File: config.mk
export PLATFORM = sky130hd
export DESIGN_NAME = move_entry
export DESIGN_NICKNAME = d
export VERILOG_FILES = /design/src/rtl/ttt_pkg.sv /design/src/rtl/key_debounce.sv /design/src/rtl/move_entry.sv
export SDC_FILE = /design/constraint.sdc
export NUM_CORES = 1
export LEC_CHECK = 0
export CAP_MARGIN = 15
export CORE_MARGIN = 3
export CORE_UTILIZATION = 30
export CTS_BUF_LIST = sky130_fd_sc_hd__clkbuf_8
export DETAILED_ROUTE_END_ITERATION = 10
export HOLD_SLACK_MARGIN = 0.1
export PLACE_DENSITY_LB_ADDON = 0.2
export SLEW_MARGIN = 15
export SYNTH_ARGS = -nofsm -noshare
export SYNTH_HDL_FRONTEND = slang
export SYNTH_HIERARCHICAL = 1
export SYNTH_SLANG_ARGS = --single-unit
File: constraint.sdc
create_clock -name clock -period 3.4 [get_ports clock]
set_input_delay 0.68 -clock clock [delete_from_list [all_inputs] [get_ports clock]]
set_output_delay 0.68 -clock clock [all_outputs]
set_load 0.02 [all_outputs]
File: src/rtl/ttt_pkg.sv
// Shared types for the tic-tac-toe move-entry path: board vectors, cell index
// and the move-entry state encoding.
package ttt_pkg;

  localparam int NUM_CELLS = 9;

  typedef logic [NUM_CELLS-1:0] board_t;
  typedef logic [3:0]           cell_idx_t;

  typedef enum logic [1:0] {
    IDLE,
    ISSUE,
    WAIT_ACK,
    RELEASE
  } entry_state_t;

  // One-hot cell mask; indices beyond the board give an all-zero mask.
  function automatic board_t cell_onehot(input cell_idx_t idx);
    return board_t'(1) << idx;
  endfunction

endpackage

File: src/rtl/key_debounce.sv
// Two-flop synchroniser plus counter debounce for the raw keypad press level;
// emits single-cycle pulses on accepted press and release transitions.
module key_debounce #(
  parameter int DEBOUNCE_CYCLES = 16
) (
  input  logic clock,
  input  logic reset,
  input  logic key_press,
  output logic level,
  output logic press_pulse,
  output logic release_pulse
);

  localparam int            CW       = $clog2(DEBOUNCE_CYCLES + 1);
  localparam logic [CW-1:0] CNT_LAST = CW'(DEBOUNCE_CYCLES - 1);

  logic          sync1;
  logic          sync2;
  logic [CW-1:0] cnt;
  logic          settle;

  // cnt holds the number of earlier consecutive samples that disagreed with
  // level, so the current sample is the DEBOUNCE_CYCLES-th when cnt hits LAST.
  assign settle        = (sync2 != level) && (cnt == CNT_LAST);
  assign press_pulse   = settle &&  sync2;
  assign release_pulse = settle && !sync2;

  // NOTE: non-blocking assignments keep every flop sampling pre-edge values,
  // which is what makes sync1 -> sync2 a real two-stage synchroniser.
  always_ff @(posedge clock or negedge reset) begin
    if (!reset) begin
      sync1 <= 1'b0;
      sync2 <= 1'b0;
      cnt   <= '0;
      level <= 1'b0;
    end else begin
      sync1 <= key_press;
      sync2 <= sync1;
      if (sync2 == level) begin
        cnt <= '0;
      end else if (settle) begin
        cnt   <= '0;
        level <= sync2;
      end else begin
        cnt <= cnt + 1'b1;
      end
    end
  end

endmodule

File: src/rtl/move_entry.sv
// Keypad-to-core move entry: debounced press -> legality check -> one-hot xin
// with a Go burst, held until the core acknowledges. MOVE_ENTRY_TIMEOUT_EN adds
// an acknowledge timeout.
module move_entry
  import ttt_pkg::*;
#(
  parameter int DEBOUNCE_CYCLES    = 16,
  parameter int GO_HOLD_CYCLES     = 2,
  parameter int ACK_TIMEOUT_CYCLES = 64
) (
  input  logic      clock,
  input  logic      reset,
  input  logic      key_press,
  input  cell_idx_t key_idx,
  input  board_t    xin_star,
  input  board_t    oin_star,
  input  logic      playing_game,
  output board_t    xin,
  output logic      Go,
  output logic      busy,
  output logic      key_reject,
  output logic      ack_timeout
);

  localparam int            GW      = $clog2(GO_HOLD_CYCLES + 1);
  localparam logic [GW-1:0] GO_LAST = GW'(GO_HOLD_CYCLES - 1);

  entry_state_t  state, state_next;
  board_t        xin_q, xin_next;
  logic [GW-1:0] go_cnt, go_cnt_next;
  logic          reject_q, reject_next;
  logic          key_level, press_pulse, release_pulse;
  logic          legal;
  logic          acked;

  key_debounce #(
    .DEBOUNCE_CYCLES(DEBOUNCE_CYCLES)
  ) u_debounce (
    .clock         (clock),
    .reset         (reset),
    .key_press     (key_press),
    .level         (key_level),
    .press_pulse   (press_pulse),
    .release_pulse (release_pulse)
  );

  // Out-of-range indices map to an empty mask, so they must be excluded explicitly.
  assign legal = playing_game
              && (key_idx <= cell_idx_t'(NUM_CELLS - 1))
              && ((xin_star | oin_star) & cell_onehot(key_idx)) == '0;
  assign acked = (xin_star & xin_q) != '0;

`ifdef MOVE_ENTRY_TIMEOUT_EN
  localparam int            TW      = $clog2(ACK_TIMEOUT_CYCLES + 1);
  localparam logic [TW-1:0] TO_LAST = TW'(ACK_TIMEOUT_CYCLES - 1);

  logic [TW-1:0] to_cnt, to_cnt_next;
  logic          timeout_q, timeout_next;

  always_ff @(posedge clock or negedge reset) begin
    if (!reset) begin
      to_cnt    <= '0;
      timeout_q <= 1'b0;
    end else begin
      to_cnt    <= to_cnt_next;
      timeout_q <= timeout_next;
    end
  end
`endif

  always_ff @(posedge clock or negedge reset) begin
    if (!reset) begin
      state    <= IDLE;
      xin_q    <= '0;
      go_cnt   <= '0;
      reject_q <= 1'b0;
    end else begin
      state    <= state_next;
      xin_q    <= xin_next;
      go_cnt   <= go_cnt_next;
      reject_q <= reject_next;
    end
  end

  // NOTE: every signal gets a default before the case so no path leaves it
  // unassigned; otherwise synthesis infers a latch.
  always_comb begin
    state_next   = state;
    xin_next     = xin_q;
    go_cnt_next  = go_cnt;
    reject_next  = 1'b0;
`ifdef MOVE_ENTRY_TIMEOUT_EN
    to_cnt_next  = to_cnt;
    timeout_next = 1'b0;
`endif
    unique case (state)
      IDLE: begin
        if (press_pulse) begin
          if (legal) begin
            xin_next    = cell_onehot(key_idx);
            go_cnt_next = '0;
            state_next  = ISSUE;
          end else begin
            reject_next = 1'b1;
            state_next  = RELEASE;
          end
        end
      end
      ISSUE: begin
        if (go_cnt == GO_LAST) begin
          state_next = WAIT_ACK;
`ifdef MOVE_ENTRY_TIMEOUT_EN
          to_cnt_next = '0;
`endif
        end else begin
          go_cnt_next = go_cnt + 1'b1;
        end
      end
      WAIT_ACK: begin
        if (acked || !playing_game) begin
          xin_next   = '0;
          state_next = RELEASE;
        end
`ifdef MOVE_ENTRY_TIMEOUT_EN
        else if (to_cnt == TO_LAST) begin
          xin_next     = '0;
          timeout_next = 1'b1;
          state_next   = RELEASE;
        end else begin
          to_cnt_next = to_cnt + 1'b1;
        end
`endif
      end
      RELEASE: begin
        xin_next = '0;
        // Level check covers a key already released before RELEASE was reached.
        if (release_pulse || !key_level) state_next = IDLE;
      end
      default: state_next = IDLE;
    endcase
  end

  always_comb begin
    xin        = xin_q;
    Go         = (state == ISSUE);
    busy       = (state != IDLE);
    key_reject = reject_q;
`ifdef MOVE_ENTRY_TIMEOUT_EN
    ack_timeout = timeout_q;
`else
    ack_timeout = 1'b0;
`endif
  end

endmodule

# After elaboration in Yosys (flattened, before gate mapping)
# Cells that the tools add are included.
# W data, S select, Z words.
[totals]
register_bits = 22
[op_classes]
add_sub_neg = 2
order_cmp = 1
eq_ne = 13
n_shift = 1
muxes = 19
bitwise = 4
n_reduce_logical = 20
[op_table]
columns = ["op", "count"]
rows = [
  ["$mux W9", 3],
  ["$pmux W9 S3", 1],
  ["$and A9 B9 Y9", 2],
  ["$mux W2", 8],
  ["$reduce_and A4 Y1", 3],
  ["$mux W5", 2],
  ["$ne A2 B2 Y1 const B", 5],
  ["$logic_not A9 Y1", 1],
  ["$or A9 B9 Y9", 1],
  ["$reduce_bool A9 Y1", 1],
  ["$shl A1 B4 Y9 const A", 1],
  ["$pmux W2 S4", 1],
  ["$add A5 B1 Y5 const B", 1],
  ["$eq A5 B4 Y1 const B", 1],
  ["$logic_and A1 B1 Y1", 5],
  ["$eq A2 B1 Y1 const B", 2],
  ["$eq A2 B2 Y1 const B", 2],
  ["$le A4 B4 Y1 const B", 1],
  ["$pmux W2 S2", 1],
  ["$reduce_bool A2 Y1", 2],
  ["$logic_not A1 Y1", 3],
  ["$mux W1", 3],
  ["$reduce_bool A3 Y1", 1],
  ["$add A2 B1 Y2 const B", 1],
  ["other kinds (7)", 8],
]

# Depth between registers and ports, before layout
# Gate-level depths: netlist (run 1).
[depth]
ltp_word = 7
mapped_depth = 7
mapped_depth_nobuf = 7

# Cells and area by module
# The synthesis (run 1) kept the hierarchy.
[by_module_without_submodules]
columns = ["module", "n_inst", "cells_per_inst", "area_each_um2"]
rows = [
  ["move_entry", 1, 98, 967.2],
  ["key_debounce", 1, 24, 332.8],
]

# Worst setup path after synthesis (run 1)
# OpenSTA, ideal clock, no wires.
[synth_timing]
path_kind = "in2reg"
from = "input key_idx[3]"
to = "register go_cnt[0]"
setup_time_ns = 0.125
arrival_ns = 2.274
required_ns = 3.275
slack_ns = 1.001
cell_stages = 6
path_buffers = 1
cell_sequence = "clkbuf_1 nand2b_1 or4_1 a41oi_4 nand3b_1 mux2_2"
[synth_between]
elab_chain_cells = 6
word_cells_on_any_way = 8
cone_classes = "order compare: 1; eq/ne: 1; shift: 1; bitwise: 1; reduce/logical: 4"
[synth_rtl]
columns = ["item", "line_no", "rtl"]
rows = [
  ["from (decl)", "move_entry.sv:14", "input cell_idx_t key_idx,"],
  ["$shl A1 B4 Y9", "ttt_pkg.sv:19", "return board_t'(1) << idx;"],
  ["$and A9 B9 Y9", "move_entry.sv:50", "&& ((xin_star | oin_star) & cell_onehot(key_idx)) == '0;"],
  ["$logic_not A9 Y1", "move_entry.sv:50", ""],
  ["$logic_and A1 B1 Y1 *", "move_entry.sv:50", ""],
  ["$ne A2 B2 Y1 (no source line) *", "--", ""],
  ["$reduce_and A4 Y1 (no source line) *", "--", ""],
  ["to (signal assigned)", "move_entry.sv:80", "go_cnt <= go_cnt_next;"],
  ["to (decl)", "move_entry.sv:30", "logic [GW-1:0] go_cnt, go_cnt_next;"],
]
# Every way passes the cells marked *; elsewhere a longest branch is shown, timed or not.
# A chain may end at the register's enable or synchronous reset.

# Final worst setup path (run 1)
[layout_timing]
from = "input key_idx[0]"
to = "register xin_q[5] (netlist: xin[5])"
[layout_between]
elab_chain_cells = 6
word_cells_on_any_way = 11
cone_classes = "order compare: 1; eq/ne: 1; shift: 1; mux: 3; bitwise: 1; reduce/logical: 4"
[layout_rtl]
columns = ["item", "line_no", "rtl"]
rows = [
  ["$shl A1 B4 Y9", "ttt_pkg.sv:19", ""],
  ["$and A9 B9 Y9", "move_entry.sv:50", ""],
  ["$logic_not A9 Y1", "move_entry.sv:50", ""],
  ["$logic_and A1 B1 Y1", "move_entry.sv:50", ""],
  ["$ne A2 B2 Y1 (no source line)", "--", ""],
  ["$reduce_and A4 Y1 (no source line)", "--", ""],
  ["to (signal assigned)", "move_entry.sv:79", "xin_q <= xin_next;"],
  ["to (decl)", "move_entry.sv:29", "board_t xin_q, xin_next;"],
]
# Parallel ways exist; a longest one is shown, timed or not. The select of a mux whose other input is x is not followed.

==> load_flow_metrics.sql, run 1 <==
INSERT INTO impl_metrics (metric_group, metric, value, unit) VALUES
('status', 'run_status', 'finished clean', ''),
('routing', 'detailroute.via_count', '1053', ''),
('timing', 'skew', '8.32', 'ps'),
('cts', 'cts-root-buf', 'sky130_fd_sc_hd__clkbuf_8', ''),
('timing', 'layout_worst_path_cycle_share', '0.839', ''),
('cts', 'clock_tree_from_tritoncts', 'done', ''),
('worst_setup_path', 'cp_capture_type', 'flip-flop', ''),
('placement', 'routabilityCongestion', '0.882', ''),
('cts', 'cts_max_path_buffers', '2', ''),
('die', 'pin_count', '39', ''),
('worst_setup_path', 'worstPathMaxFanout', '13', ''),
('cts', 'total_of_cells_resized_after_clock_tree_synthesis', '0', ''),
('grt', 'grt_pass1_vias', '1131', ''),
('cells_and_area', 'fin_util', '0.435', ''),
('flow_run', 'drv.max_cap_violation_count', '0', ''),
('die', 'die_h', '71.8', 'um'),
('synth', 'synthesized_cell_area', '1300', 'um^2'),
('routing', 'ant_nets', '0', ''),
('worst_setup_path', 'worstSetupStartpointType', 'primary input', ''),
('timing', 'max_slew_violation_count', '0', ''),
('worst_setup_path', 'worst-r2r-cell-count', '7', ''),
('grt', 'globalRoute.totalOverflow', '0', ''),
('die', 'fp.coreArea', '4090', 'um^2'),
('worst_setup_path', 'worst_r2r_endpoint', 'xin[5]', ''),
('routing', 'drt-vias-per-instance', '5.04', ''),
('grt', 'grt_max_degree', '23', ''),
('die', 'die_width', '71.8', 'um'),
('timing', 'clock.fmax', '351', 'MHz'),
('timing', 'finalSetupViolations', '0', ''),
('synth', 'synth-warning-count', '6', ''),
('routing', 'drt_drc_violations_left', '0', ''),
('die', 'design.die.area', '5160', 'um^2'),
('synth', 'synth_nets', '154', ''),
('cells_and_area', 'share_of_layout_cells_above_drive_strength_1', '0.132', ''),
('worst_setup_path', 'r2r_start', 'u_debounce/cnt[0]', ''),
('routing', 'dr_pass1_iterations', '4', ''),
('worst_hold_path', 'whs_path_depth', '0', ''),
('grt', 'grt_first_pass_wirelength', '5.48', 'mm'),
('placement', 'hpwlAfterDp', '2.56', 'mm'),
('worst_hold_path', 'min_from', 'u_debounce/sync1', ''),
('timing', 'rsz0062_at_grt', 'false', ''),
('pwr', 'irDropWorstVdd', '364', 'uV'),
('cells_and_area', 'final-instance-count-excl-fill', '209', ''),
('worst_setup_path', 'critical_path_start_end_classification', 'primary input to flip-flop', ''),
('cells_and_area', 'areaGrowthSynthToFinish', '36.8', '%'),
('pwr', 'p_leak', '0.794', 'nW'),
('timing', 'timing_hold_violations_final', '0', ''),
('cells_and_area', 'most-common-layout-cells', '37 x sky130_fd_sc_hd__clkdlybuf4s50_1, 22 x sky130_fd_sc_hd__dfrtp_1, 13 x sky130_fd_sc_hd__nor2_1', ''),
('placement', 'place.port_buffers', '37', ''),
('cts', 'num_cts_buffers', '3', ''),
('worst_setup_path', 'r2r_setup_slack', '930', 'ps'),
('cts', 'cts_num_sinks', '22', ''),
('synth', 'synth.lib_cells_used.distinct', '38', ''),
('grt', 'antenna_found_initial', '0', ''),
('timing', 'relative_slew_slack', '0.338', ''),
('cts', 'post_cts_buffers', '0', ''),
('timing', 'worst-slew-pin-transition', '991', 'ps'),
('cts', 'cts.clk_slew.worst_paths', '80', 'ps'),
('die', 'start_util', '0.318', ''),
('pwr', 'power_density', '667', 'nW/um^2'),
('timing', 'setup_tns', '0', 'ps'),
('grt', 'grt_util_all_layers', '0.133', ''),
('placement', 'place.detailed.instances', '205', ''),
('cells_and_area', 'antenna_cells', '0', ''),
('routing', 'average_routed_wire_per_standard_cell', '15.5', 'um'),
('routing', 'totalWireLength', '3.24', 'mm'),
('worst_hold_path', 'worst_hold_end', 'u_debounce/sync2', ''),
('synth', 'synth_cells', '122', ''),
('worst_setup_path', 'cp.required', '3550', 'ps'),
('worst_setup_path', 'worstPathArrival', '3000', 'ps'),
('cts', 'clock_latency', '270', 'ps'),
('synth', 'ys_ff_latch', '22', ''),
('cells_and_area', 'fillerInstances', '388', ''),
('die', 'placement_rows', '23', ''),
('cts', 'h-tree-depth', '1', ''),
('cells_and_area', 'leading_cell_type_in_the_layout_fill_and_taps_excluded', 'sky130_fd_sc_hd__clkdlybuf4s50_1', ''),
('synth', 'synth_area_per_cell', '10.7', 'um^2'),
('timing', 'finalCriticalPeriod', '2850', 'ps'),
('cts', 'hold_buffers', '0', ''),
('synth', 'synth-seq-area-share', '0.423', ''),
('worst_hold_path', 'worst_hold_path_type', 'flip-flop to flip-flop', ''),
('cells_and_area', 'final_nets', '192', ''),
('routing', 'drt_first_iter_violations', '44', '');
## final cells by class
class / instances / area (um^2) / share of cell area
multi-input cells: 90 / 697 / 0.392
flip-flops and latches: 22 / 551 / 0.310
repair buffers: 38 / 378 / 0.213
well taps: 50 / 62.6 / 0.0352
clock buffers: 3 / 41.3 / 0.0232
clock inverters: 1 / 30.0 / 0.0169
inverters: 5 / 18.8 / 0.0106
## report_power, final
part / leakage (nW) / switching (mW) / total (mW) / internal, mW
combinational: 0.465 / 0.303 / 0.581 / 0.278
sequential: 0.293 / 0.0430 / 0.359 / 0.316
clock: 0.0357 / 0.0878 / 0.245 / 0.157
total: 0.794 / 0.434 / 1.19 / 0.751
## synth_stat cells
cell type                  instances  area share
sky130_fd_sc_hd__dfrtp_1          22        0.42
sky130_fd_sc_hd__nor2_1           13       0.038
sky130_fd_sc_hd__mux2_2           10       0.087
sky130_fd_sc_hd__nand2_1           8       0.023
sky130_fd_sc_hd__ha_1              6       0.058
sky130_fd_sc_hd__nor3_1            6       0.023
sky130_fd_sc_hd__inv_1             5       0.014
sky130_fd_sc_hd__nor3b_1           5       0.029
sky130_fd_sc_hd__nor4_1            4       0.019
sky130_fd_sc_hd__mux2i_1           3       0.023
sky130_fd_sc_hd__nand2b_1          3       0.014
sky130_fd_sc_hd__xor2_1            3       0.020
sky130_fd_sc_hd__a21oi_1           2      0.0077
sky130_fd_sc_hd__a22oi_1           2       0.012
sky130_fd_sc_hd__and2_1            2      0.0096
sky130_fd_sc_hd__buf_4             2       0.012
sky130_fd_sc_hd__clkbuf_1          2      0.0058
sky130_fd_sc_hd__nand3b_1          2       0.012
sky130_fd_sc_hd__o21ai_0           2      0.0077
sky130_fd_sc_hd__or4_1             2       0.012
sky130_fd_sc_hd__a211oi_1          1      0.0058
sky130_fd_sc_hd__a211oi_4          1       0.015
sky130_fd_sc_hd__a221oi_1          1      0.0067
sky130_fd_sc_hd__a22o_1            1      0.0067
sky130_fd_sc_hd__a31oi_1           1      0.0048
sky130_fd_sc_hd__a41oi_4           1       0.021
sky130_fd_sc_hd__and3_2            1      0.0058
sky130_fd_sc_hd__buf_6             1      0.0087
sky130_fd_sc_hd__conb_1            1      0.0029
sky130_fd_sc_hd__mux2_4            1       0.012
sky130_fd_sc_hd__nand3_1           1      0.0038
sky130_fd_sc_hd__nand4_1           1      0.0048
sky130_fd_sc_hd__nand4b_4          1       0.018
sky130_fd_sc_hd__o21a_1            1      0.0058
sky130_fd_sc_hd__o21bai_1          1      0.0058
sky130_fd_sc_hd__o22ai_1           1      0.0048
sky130_fd_sc_hd__o22ai_2           1      0.0096
sky130_fd_sc_hd__o41a_1            1      0.0087
## state kept, by name, indices dropped and copies added, names as in the netlist
signal and flops:
u_debounce/sync1 1, u_debounce/level 1, state 2, xin 9, go_cnt 2, key_reject 1, u_debounce/cnt 5, u_debounce/sync2 1
## worst max-delay path, stage by stage
cell                              delay (ps)
sky130_fd_sc_hd__clkdlybuf4s50_1         620
sky130_fd_sc_hd__o41a_1                  510
sky130_fd_sc_hd__o22ai_2                 180
sky130_fd_sc_hd__a41oi_4                 170
sky130_fd_sc_hd__a211oi_4                440
sky130_fd_sc_hd__mux2_2                  400
## metrics by stage
stage | power [mW] | area (um^2) | worst slack (ps) | hold WS (ps)
finish | 1.19 | 1780 | 548 | 360
global route | 1.27 | 1780 | 444 | 365
CTS | 1.20 | 1780 | 537 | 356
detailed placement | 0.953 | 1710 | 255 | 336
global placement | 0.935 | 1710 | 322 | 332
floorplan | 0.749 | 1300 | 1000 | 331
## worst max-delay path by stage
stage	start	end	slack [ps]	cells after the start
after floorplan	key_idx[3]	go_cnt[0]	1000	6
after global placement	key_idx[0]	xin[1]	320	6
after detailed placement	key_idx[0]	xin[5]	250	6
after CTS	key_idx[0]	xin[5]	540	6
after global routing	key_idx[0]	xin[4]	440	6
final	key_idx[0]	xin[5]	550	6
## kinds of logic (layout without fill, tap and decap cells)
kind of cell	Yosys count	in the layout	share of synthesized area
AO/OA/AOI/OAI	17	17	0.122
XOR/XNOR	3	3	0.0202
adder cells (fa/ha/maj)	6	6	0.0577
buffers and inverters	10	47	0.0404
flip-flops	22	22	0.423
multiplexers	14	14	0.121
other	1	1	0.00288
AND/OR/NAND/NOR	49	49	0.212
## per-layer routing
| layer | wire length [um] | global-route usage | vias to the layer above |
|---|---|---|---|
| li1 | - | - | 510 |
| met2 | 1500 | 0.227 | 30 |
| met4 | 33 | 0.0188 | 0 |
| met1 | 1470 | 0.164 | 509 |
| met5 | 0 | 0 | - |
| met3 | 238 | 0.0491 | 4 |
(Power assumes the default switching activity.)
==> inputs of run 2 (changes only) <==
==> constraint.sdc (replaced) <==
create_clock -name clock -period 2.3 [get_ports clock]
set_input_delay 0.46 -clock clock [delete_from_list [all_inputs] [get_ports clock]]
set_output_delay 0.46 -clock clock [all_outputs]
set_load 0.02 [all_outputs]
==> run 2 against run 1 <==
Power grew 63%. First-iteration DRC count increased by 11%. Largest cell class unchanged. Combinational power is 81% higher. Final cell count grew 9.1%. Sequential share of layout area decreased by 2.9 points. Highest routed layer unchanged. Critical path depth grew 1. Register-to-register slack worse by 810 ps. Flip-flop and latch count is the same. Critical endpoint unchanged. Core utilization rose by 4.5 points. Via count rose by 5.5%. Non-clock buffer count up 19.
==> load_flow_metrics.sql, run 2 (synthesis gave the netlist of run 1 again) <==
INSERT INTO impl_metrics (metric_group, metric, value, unit) VALUES
('status', 'run_status', 'finished clean', ''),
('pwr', 'p_leak', '0.912', 'nW'),
('die', 'pin_count', '39', ''),
('cells_and_area', 'number_of_flip_flops_in_the_largest_register', '9', ''),
('routing', 'detailroute.via_count', '1111', ''),
('cts', 'hold_buffers', '0', ''),
('die', 'placement_rows', '23', ''),
('cts', 'cts_max_path_buffers', '2', ''),
('cells_and_area', 'final_nets', '211', ''),
('die', 'fp.coreArea', '4090', 'um^2'),
('cts', 'h-tree-depth', '1', ''),
('die', 'design.die.area', '5160', 'um^2'),
('grt', 'grt_pass1_vias', '1195', ''),
('cells_and_area', 'most-common-layout-cells', '33 x sky130_fd_sc_hd__clkdlybuf4s50_1, 22 x sky130_fd_sc_hd__dfrtp_1, 17 x sky130_fd_sc_hd__buf_4', ''),
('pwr', 'fin_total_pwr', '1.93', 'mW'),
('worst_setup_path', 'worstPathArrival', '2390', 'ps'),
('timing', 'fin_hold_ws', '356', 'ps'),
('cells_and_area', 'antenna_cells', '0', ''),
('routing', 'totalWireLength', '3.28', 'mm'),
('pwr', 'power_density', '984', 'nW/um^2'),
('cells_and_area', 'ff_latch_area', '551', 'um^2'),
('placement', 'place.port_buffers', '37', ''),
('cts', 'num_cts_buffers', '3', ''),
('cts', 'clock_tree_from_tritoncts', 'done', ''),
('die', 'start_util', '0.318', ''),
('cells_and_area', 'multi_input_comb_area', '729', 'um^2'),
('placement', 'place.detailed.instances', '221', ''),
('worst_setup_path', 'cp.required', '2440', 'ps'),
('timing', 'finalCriticalPeriod', '2250', 'ps'),
('cells_and_area', 'final-instance-count-excl-fill', '228', ''),
('worst_setup_path', 'cp_slowest_stage_delay', '420', 'ps'),
('worst_hold_path', 'worst_hold_path_type', 'flip-flop to flip-flop', ''),
('routing', 'drt_drc_violations_left', '0', ''),
('timing', 'rsz0062_at_grt', 'false', ''),
('cts', 'clock_latency', '260', 'ps'),
('cells_and_area', 'areaGrowthSynthToFinish', '51.0', '%'),
('routing', 'ant_nets', '0', ''),
('timing', 'layout_worst_path_cycle_share', '0.979', ''),
('routing', 'average_routed_wire_per_standard_cell', '14.4', 'um'),
('placement', 'routabilityCongestion', '0.871', ''),
('flow_run', 'drv.max_cap_violation_count', '0', ''),
('cells_and_area', 'fillerInstances', '370', ''),
('worst_setup_path', 'critical-path-slowest-cell', 'sky130_fd_sc_hd__o41a_1', ''),
('cells_and_area', 'leading_cell_type_in_the_layout_fill_and_taps_excluded', 'sky130_fd_sc_hd__clkdlybuf4s50_1', ''),
('grt', 'grt_first_pass_wirelength', '5.64', 'mm'),
('routing', 'drt_first_iter_violations', '49', ''),
('cts', 'cts.clk_slew.worst_paths', '80', 'ps'),
('worst_setup_path', 'worstSetupStartpointType', 'primary input', ''),
('grt', 'antenna_found_initial', '0', ''),
('worst_setup_path', 'cp_capture_type', 'flip-flop', ''),
('cts', 'cts-root-buf', 'sky130_fd_sc_hd__clkbuf_8', ''),
('timing', 'skew', '6.49', 'ps'),
('timing', 'timing_hold_violations_final', '0', ''),
('timing', 'max_slew_violation_count', '0', ''),
('cells_and_area', 'share_of_layout_cells_above_drive_strength_1', '0.258', ''),
('pwr', 'irDropWorstVdd', '320', 'uV'),
('die', 'die_width', '71.8', 'um'),
('cts', 'cts_num_sinks', '22', ''),
('worst_setup_path', 'critical_path_start_end_classification', 'primary input to flip-flop', ''),
('grt', 'globalRoute.totalOverflow', '0', ''),
('worst_setup_path', 'crit_path_cell_trace', 'clkdlybuf4s50_1, o41a_1, o22ai_2, a41oi_4, a211oi_4, buf_6, mux2_2', ''),
('routing', 'dr_pass1_iterations', '6', ''),
('placement', 'hpwlAfterDp', '2.55', 'mm'),
('timing', 'finalSetupViolations', '0', ''),
('worst_setup_path', 'worstPathMaxFanout', '5', ''),
('placement', 'detailed_place.area', '1830', 'um^2'),
('cells_and_area', 'fin_area', '1960', 'um^2'),
('die', 'die_h', '71.8', 'um'),
('routing', 'drt-vias-per-instance', '4.87', ''),
('grt', 'grt_max_degree', '23', ''),
('grt', 'grt_util_all_layers', '0.139', ''),
('timing', 'clock.fmax', '444', 'MHz');
-- run 2: power by group --
part / leakage (nW) / internal, mW / switching [mW]
logic: 0.583 / 0.555 / 0.493
registers: 0.293 / 0.467 / 0.0627
clock network: 0.0357 / 0.232 / 0.121
-- run 2: repair_timing --
item | in CTS | in global routing
setup buffers | 2 | 1
hold endpoints to repair | 0 | 0
pin swaps | 5 | 2
setup endpoints to repair | 11 | 10
resized for setup | 10 | 4
-- run 2: worst max-delay path: cells and delay by family --
family,cells,cell delay (ps)
AOI/OAI and AO/OA,4,1040
buffers and inverters,2,570
muxes,1,330
-- run 2: layer usage --
layer / vias to the layer above / share of wire / wire length, um / global-route usage
met1: 532 / 0.44 / 1450 / 0.174
met3: 2 / 0.051 / 168 / 0.0224
met2: 31 / 0.50 / 1640 / 0.242
met5: - / 0 / 0 / 0
met4: 0 / 0.0061 / 20 / 0.0438
li1: 546 / - / - / -
-- run 2: path summary, 6_finish.rpt --
path,startpoint,to,slack (ps),cells after the start
setup / recovery,oin_star[8],xin[5],50,7
hold / removal,u_debounce/sync1,u_debounce/sync2,360,0
setup reg to reg,u_debounce/cnt[0],xin[5],120,9
hold reg to reg,u_debounce/sync1,u_debounce/sync2,360,0
max in group asynchronous,reset,u_debounce/cnt[4],1510,2
min in group asynchronous,reset,go_cnt[1],550,2
-- run 2: final cells by class --
cell class              count  area share
multi-input cells          90       0.372
inverters                   5     0.00956
clock buffers               3      0.0210
repair buffers             57       0.270
flip-flops and latches     22       0.280
clock inverters             1      0.0153
well taps                  50      0.0319
-- run 2: stage by stage --
step                TNS, ps  setup WS [ps]   util
floorplan                 0            121      -
global placement      -2600           -248  0.447
detailed placement    -3130           -296  0.447
CTS                       0           2.59  0.474
global route              0           5.30  0.480
finish                    0           49.4  0.480
==> RTL edit, RTL diff (flow settings as in run 2) <==
Build with the macro `MOVE_ENTRY_TIMEOUT_EN` defined.
--- a/src/rtl/move_entry.sv
+++ b/src/rtl/move_entry.sv
@@ -1,6 +1,8 @@
 // Keypad-to-core move entry: debounced press -> legality check -> one-hot xin
 // with a Go burst, held until the core acknowledges. MOVE_ENTRY_TIMEOUT_EN adds
 // an acknowledge timeout.
+`define MOVE_ENTRY_TIMEOUT_EN
+
 module move_entry
   import ttt_pkg::*;
 #(
Behaviour: same outputs for any inputs over 10 cycles, from zero or initial values and one cycle with reset low; that may be too few to reach the edited logic, so the function may still have changed.
==> RTL edit against run 2 <==
Area after synthesis increased by 32%. Cell area up 24%. Total power up 17%. Sequential cell count grew 8. Routed wire length grew 22%. Sequential power is 32% higher. Synthesized cell count grew 42%. Setup slack gained 58 ps. Critical path type unchanged.
==> RTL edit: results (changes against run 2) <==
| Metric | Value |
|---|---|
| Met1 wire length | 1980 µm (+37%) |
| Crit path launch | key_idx[1] |
| Placed cell area | 0.00232 mm² (+27%) |
| Vias in the first global route | 1533 (+28%) |
| Post-synthesis cell type count | 45 (+18%) |
| Synth area leaders | dfrtp_1, nor2_1, ha_1, mux2_2, nand2_1 |
| Postcts setup bufs | 0 (-2) |
| GR Layer Usage met2 | 0.214 (-0.0277) |
| Largest net degree at the start of global routing | 31 (+35%) |
| Port Buffers | 38 (+2.7%) |
| Seq group | 702 µW (+32%) |
| Internal | 1.40 mW (+11%) |
| Reg-to-Reg Start | to_cnt[1] |
| Met1 GRT Util | 0.176 (+0.00154) |
| Clk_lat worst skew | 280 ps (+20 ps) |
| Combinational Power | 1.13 mW (+8%) |
| GP Congestion | 0.811 (-6.9%) |
| Asr flop ratio synth | 1.00 (unchanged) |
| Met3 Use GR | 0.0493 (+0.0269) |
| Nets | 270 (+28%) |
| Routed vias/inst | 4.87 (about the same) |
| Post-CTS sizing | 0 (-10) |
| DR iter-0 viols | 50 (+2.0%) |
| Post-synth EDFFs | 0 (unchanged) |
| First-pass GRT wire length | 6910 µm (+23%) |
| Sequential element share of the synthesized area | 0.437 (+0.0138) |
| Total CTS buffers | 5 (+2) |
| Layout cells sized above 1 | 0.198 (-0.0601) |
| Sw Ratio | 0.382 (+0.0317) |
| Max rail drop VDD | 0.000489 V (+53%) |
| Synth Net Count | 207 (+34%) |
| Most frequent cells after synthesis | dfrtp_1, nor2_1, nand2_1, ha_1, mux2_2 |
| LEAKAGE | 1.12 nW (+23%) |
| Met3 WL post-DR | 255 µm (+52%) |
| Status | finished clean |
## RTL edit: changes by cell type after synthesis, moves of 3 or more
cell / change
a31oi_1: +3
and3_1: +3
dfrtp_1: +8
mux2_2: -3
mux2i_1: -3
nand2_1: +7
nand3_1: +5
nor2_1: +14
xor2_1: +3
## RTL edit: critical path, cell delays in order
cell	delay, ps
clkdlybuf4s50_1	460
nor3_1	260
a211oi_1	80
a31oi_1	230
nand4_2	180
a21oi_4	190
buf_4	160
mux2_2	340
## RTL edit: kinds of logic after synthesis
family | count (synthesis) | share of synthesized area
mux | 10 | 0.0678
simple gates | 76 | 0.233
flops | 30 | 0.437
fa+ha+maj | 8 | 0.0583
xor+xnor | 7 | 0.0357
compound gates | 32 | 0.138
buf+inv | 10 | 0.0292
## RTL edit: path summary, 6_finish.rpt
check | to | slack [ps] | cells after the start
max | xin[3] | 110 | 8
min | u_debounce/sync2 | 360 | 0
max reg2reg | xin[3] | 200 | 7
min reg2reg | u_debounce/sync2 | 360 | 0
max in group asynchronous | to_cnt[3] | 1440 | 2
min in group asynchronous | u_debounce/sync1 | 570 | 2
## RTL edit: layout make-up
type | instances | area (µm²)
timing repair buffer | 61 | 556
fill | 525 | 2880
clock inverter | 2 | 8.76
tap | 70 | 87.6
inverter | 5 | 18.8
clock buffer | 6 | 82.6
sequential | 30 | 751
multi-input combinational | 133 | 922
## RTL edit: per-stage QoR
step	setup WS, ps	setup TNS (ps)	hold WS, ps	cells
6_report	107	0	359	307
5_1_grt	-20.1	-56.4	378	307
4_1_cts	37.3	0	363	306
3_5_place_dp	-259	-2250	342	298
3_3_place_gp	-201	-1750	341	298
2_1_floorplan	269	0	164	173
